### config.mk
export PLATFORM = sky130hd
export DESIGN_NAME = rr_mux4_arbiter
export DESIGN_NICKNAME = d
export VERILOG_FILES = /design/src/rtl/rr_mux4_arbiter.sv
export SDC_FILE = /design/constraint.sdc
export NUM_CORES = 1
export LEC_CHECK = 0
export ABC_AREA = 1
export CORE_ASPECT_RATIO = 1.2
export CORE_MARGIN = 4
export CORE_UTILIZATION = 48
export CTS_CLUSTER_DIAMETER = 120
export DETAILED_ROUTE_END_ITERATION = 8
export HOLD_SLACK_MARGIN = 0.1
export PLACE_DENSITY_LB_ADDON = 0.15
export REMOVE_ABC_BUFFERS = 1
export SYNTH_ARGS = -nofsm -noshare
export SYNTH_HDL_FRONTEND = slang
export SYNTH_SLANG_ARGS = --single-unit
export TNS_END_PERCENT = 10
### constraint.sdc
create_clock -name clk -period 2.05 [get_ports clk]
set_input_delay 0.41 -clock clk [delete_from_list [all_inputs] [get_ports clk]]
set_output_delay 0.41 -clock clk [all_outputs]
set_load 0.01 [all_outputs]
### src/rtl/rr_mux4_arbiter.sv
// Round-robin arbiter owning the select of a shared 4:1 mux.
// A hold counter forces rotation when one requester camps under contention.
module rr_mux4_arbiter #(
  parameter int WIDTH    = 1,
  parameter int MAX_HOLD = 4
) (
  input  logic             clk,
  input  logic             rst,
  input  logic [3:0]       req,
  input  logic [WIDTH-1:0] in0,
  input  logic [WIDTH-1:0] in1,
  input  logic [WIDTH-1:0] in2,
  input  logic [WIDTH-1:0] in3,
  output logic [3:0]       gnt,
  output logic [1:0]       sel,
  output logic [WIDTH-1:0] out,
  output logic             out_valid
);

  localparam int HW = (MAX_HOLD > 1) ? $clog2(MAX_HOLD) : 1;
  localparam logic [HW-1:0] HOLD_LAST = HW'(MAX_HOLD - 1);

  typedef enum logic {
    IDLE,
    GRANT
  } state_t;

  state_t        state;
  state_t        state_nxt;
  logic [3:0]    gnt_nxt;
  logic [1:0]    sel_nxt;
  logic [1:0]    ptr;
  logic [1:0]    ptr_nxt;
  logic [HW-1:0] hold_cnt;
  logic [HW-1:0] hold_nxt;
  logic [3:0]    own;
  logic [3:0]    rest;
  logic [2:0]    win_all;
  logic [2:0]    win_rest;
  logic          do_grant;
  logic [1:0]    win;

  // {found, index}: first set bit searching upward from p+1.
  function automatic logic [2:0] pick(
    input logic [3:0] r,
    input logic [1:0] p
  );
    logic [1:0] idx;
    pick = 3'b000;
    for (int k = 3; k >= 0; k--) begin
      idx = p + 2'(k) + 2'd1;
      if (r[idx]) pick = {1'b1, idx};
    end
  endfunction

  assign own      = 4'b0001 << ptr;
  assign rest     = req & ~own;
  assign win_all  = pick(req, ptr);
  assign win_rest = pick(rest, ptr);

  always_comb begin
    state_nxt = state;
    gnt_nxt   = gnt;
    sel_nxt   = sel;
    ptr_nxt   = ptr;
    hold_nxt  = hold_cnt;
    do_grant  = 1'b0;
    win       = win_all[1:0];
    unique case (state)
      IDLE: begin
        do_grant = win_all[2];
      end
      GRANT: begin
        if (!req[ptr]) begin
          if (win_all[2]) begin
            do_grant = 1'b1;
          end else begin
            state_nxt = IDLE;
            gnt_nxt   = 4'b0000;
          end
        end else if ((|rest) && (hold_cnt == HOLD_LAST)) begin
          // owner masked out, so it ends up last in line
          do_grant = 1'b1;
          win      = win_rest[1:0];
        end else if (hold_cnt != HOLD_LAST) begin
          hold_nxt = hold_cnt + HW'(1);
        end
      end
      default: ;
    endcase
    if (do_grant) begin
      state_nxt = GRANT;
      gnt_nxt   = 4'b0001 << win;
      sel_nxt   = win;
      ptr_nxt   = win;
      hold_nxt  = '0;
    end
  end

  always_ff @(posedge clk or posedge rst) begin
    if (rst) begin
      state    <= IDLE;
      gnt      <= 4'b0000;
      sel      <= 2'd0;
      ptr      <= 2'd3;
      hold_cnt <= '0;
    end else begin
      state    <= state_nxt;
      gnt      <= gnt_nxt;
      sel      <= sel_nxt;
      ptr      <= ptr_nxt;
      hold_cnt <= hold_nxt;
    end
  end

  always_comb begin
    out = in0;
    unique case (sel)
      2'd0: out = in0;
      2'd1: out = in1;
      2'd2: out = in2;
      2'd3: out = in3;
      default: out = in0;
    endcase
  end

  assign out_valid = |gnt;

endmodule
==> flow_summary.ini <==
[floorplanning]
die_h_um = 62.3
die_x_um = 53.3
start_util_pct = 50.7
io_pins = 18
rows = 19
die_area_um2 = 3320
core_area_um2 = 2330

[placed_design]
place.gp.congestion = 0.832
post-place-ws_ps = -20.6
io_buffers = 17
post_dp_cell_area_um2 = 1450
dp_hpwl_um = 2140

[logic_synthesis]
postSynth.asyncResetShare_pct = 100
yosys.area.top_type = dfrtp_1
synth_top_family_by_area = simple AND/OR/NAND/NOR gates
synth_xor_area_share_pct = 0
synthCells = 165
synthMuxAreaShare_pct = 0
yosys.area_share.simple_pct = 50.0
yosys-top-cells-count = nand2_1 (45), nand2_2 (22), inv_1 (17)
synth_edf_count = 0
synth_area_leaders = dfrtp_1 (19%), nand2_1 (14%), nand2_2 (12%), nand2_4 (7.6%), nand3_1 (5.5%)
ys_ff_latch = 11
synth_compound_area_share_pct = 10.8
synth.distinct_cells = 30
syn_area_per_cell_um2 = 7.16
yosysTopAreaCellShare_pct = 19.1
ys_seq_area_share_pct = 23.5
ys.warnings.count = 0
synth.cell_area_um2 = 1180
synthAdderAreaFrac_pct = 5.30
ys.flop_type = dfrtp_1
yosysMostFrequentCell = nand2_1

[layout]
fin_nets = 213
final_util_pct = 66.5
final_area_um2 = 1550
area_delta_synth_final_pct = 31.1
drive_gt1_share_pct = 40.1
antenna_cells = 0
fillerInstances = 222

[worst_setup_path]
crit_path_start_kind = register
worstPathRequired_ps = 2200
reg2reg_from = ptr[0]
rrSetupSlack_ps = 80
cpPeakStageDelay_ps = 570
critPathCaptureType = register
slowest_stage = dfstp_2
r2r-end = sel[0]
worstPathArrival_ps = 2120
critPathMaxFanout = 4
path_cells = clkinv_4 -> ha_4 -> nand2_2 -> nand2_4 -> inv_4 -> nand2_4 -> nand2_4 -> o21bai_1 -> nand2_1 -> nand3_2 -> nand2_2 -> nand2_2 -> o21ai_2
cp-startpoint = ptr[0]
worst-r2r-cell-count = 13
path_class = reg2reg

[sta]
fin_skew_ps = 7.67
slew_headroom_pct = 73.2
setup_ws_ps = 79.3
tns_ps = 0
maxSlewViolCount = 0
grt_setup_unrepaired = true
hold_viol = 0
tightest_slew_ps = 402
finalSetupViolCount = 0
fmax_mhz = 507
finalCritPeriodShare_pct = 96.1
min_period_ps = 1970

[clock_tree]
clockRootBuffer = clkbuf_4
clockBufferDepth = 2
cts_max_level = 1
cts.clk_slew.worst_paths_ps = 70
cts_inserted_buffers = 3
cts_tree = built
cts_sinks = 11
clk_latency_ps = 260

[route]
drc = 0
drtIter0Drc = 26
drt-pass1-iter-count = 4
wl_per_cell_um = 11.5
vias_per_cell = 4.87
vias = 1111
wirelength_um = 2630
ant_nets = 0

[global_route]
overflow = 0
grt_max_degree = 12
grt_usage_pct = 17.0
antenna_found_initial = 0
grt_pass1_vias = 1141
grt_pass1_wl_um = 4550

[hold_path]
hp-class = in2async

[outcome]
status = finished, final reports clean

[run]
drv_cap = 0
[cell usage in the layout (no fill, tap or decap), drive strengths merged]
cell,synthesis,routed
clkbuf,0,4
buf,2,13
dlygate4sd2,0,2
clkdlybuf4s50,0,15
o21bai,1,1
nor2,10,10
o22ai,1,1
o21ai,12,12
clkinv,0,1
dfrtp,9,9
a21oi,4,4
nand4,3,3
ha,5,5
or4,1,1
nand3,16,16
dfstp,2,2
a22oi,1,1
nand2,75,75
inv,23,22
[flip-flops by register name, summed over array words and instances (netlist names)]
signal and flops:
hold_cnt 2, ptr 2, state 1, gnt 4
sel 2
[logic make-up after synthesis]
kind of cell    count (synthesis)
compound gates                 19
simple gates                  105
flops                          11
fa+ha+maj                       5
buf+inv                        25
[layer usage]
layer / GRT usage [%] / share of wire, % / vias to the layer above
met3: 3.35 / 3.5 / 2
li1: - / - / 588
met2: 28.8 / 50 / 16
met1: 22.7 / 46 / 505
met5: 0 / 0 / -
met4: 1.60 / 0.30 / 0
[worst max-delay path, delay by kind of cell, from the launching register on]
kind	cells	cell delay, ps
AO/OA/AOI/OAI	2	210
adder cells (fa/ha/maj)	1	290
buffers and inverters	2	130
flip-flops	1	570
AND/OR/NAND/NOR	8	650
[through the flow]
step / hold slack (ps) / std cells
2_1_floorplan: 261 / 163
3_3_place_gp: 469 / 223
3_5_place_dp: 487 / 223
4_1_cts: 434 / 227
5_1_grt: 471 / 228
6_report: 423 / 228
[worst max path at each step]
| stage | slack, ps | end | depth (start not counted) |
|---|---|---|---|
| final | 80 | sel[0] | 13 |
| after global routing | -90 | sel[1] | 14 |
| after CTS | 20 | sel[0] | 14 |
| after detailed placement | -20 | sel[0] | 13 |
| after global placement | 20 | sel[0] | 13 |
| after floorplan | -220 | gnt[0] | 14 |
[timing repair]
action / CTS / global route
endpoints found under the setup margin: 2 / 10
hold buffers: 0 / 0
endpoints found under the hold margin: 0 / 0
buffers inserted: 0 / 1
pin swaps: 0 / 11
gates resized for setup: 2 / 21
[final cells by class]
class	instances	area, um2	area share, %
multi-input cells	129	832	53.7
well taps	31	38.8	2.50
clock buffers	4	26.3	1.70
repair buffers	30	273	17.6
flip-flops and latches	11	278	17.9
inverters	23	101	6.54
Power is left out: the tool's default activity adds up to more than one toggle a clock period on the data nets, which glitch-free logic cannot reach.
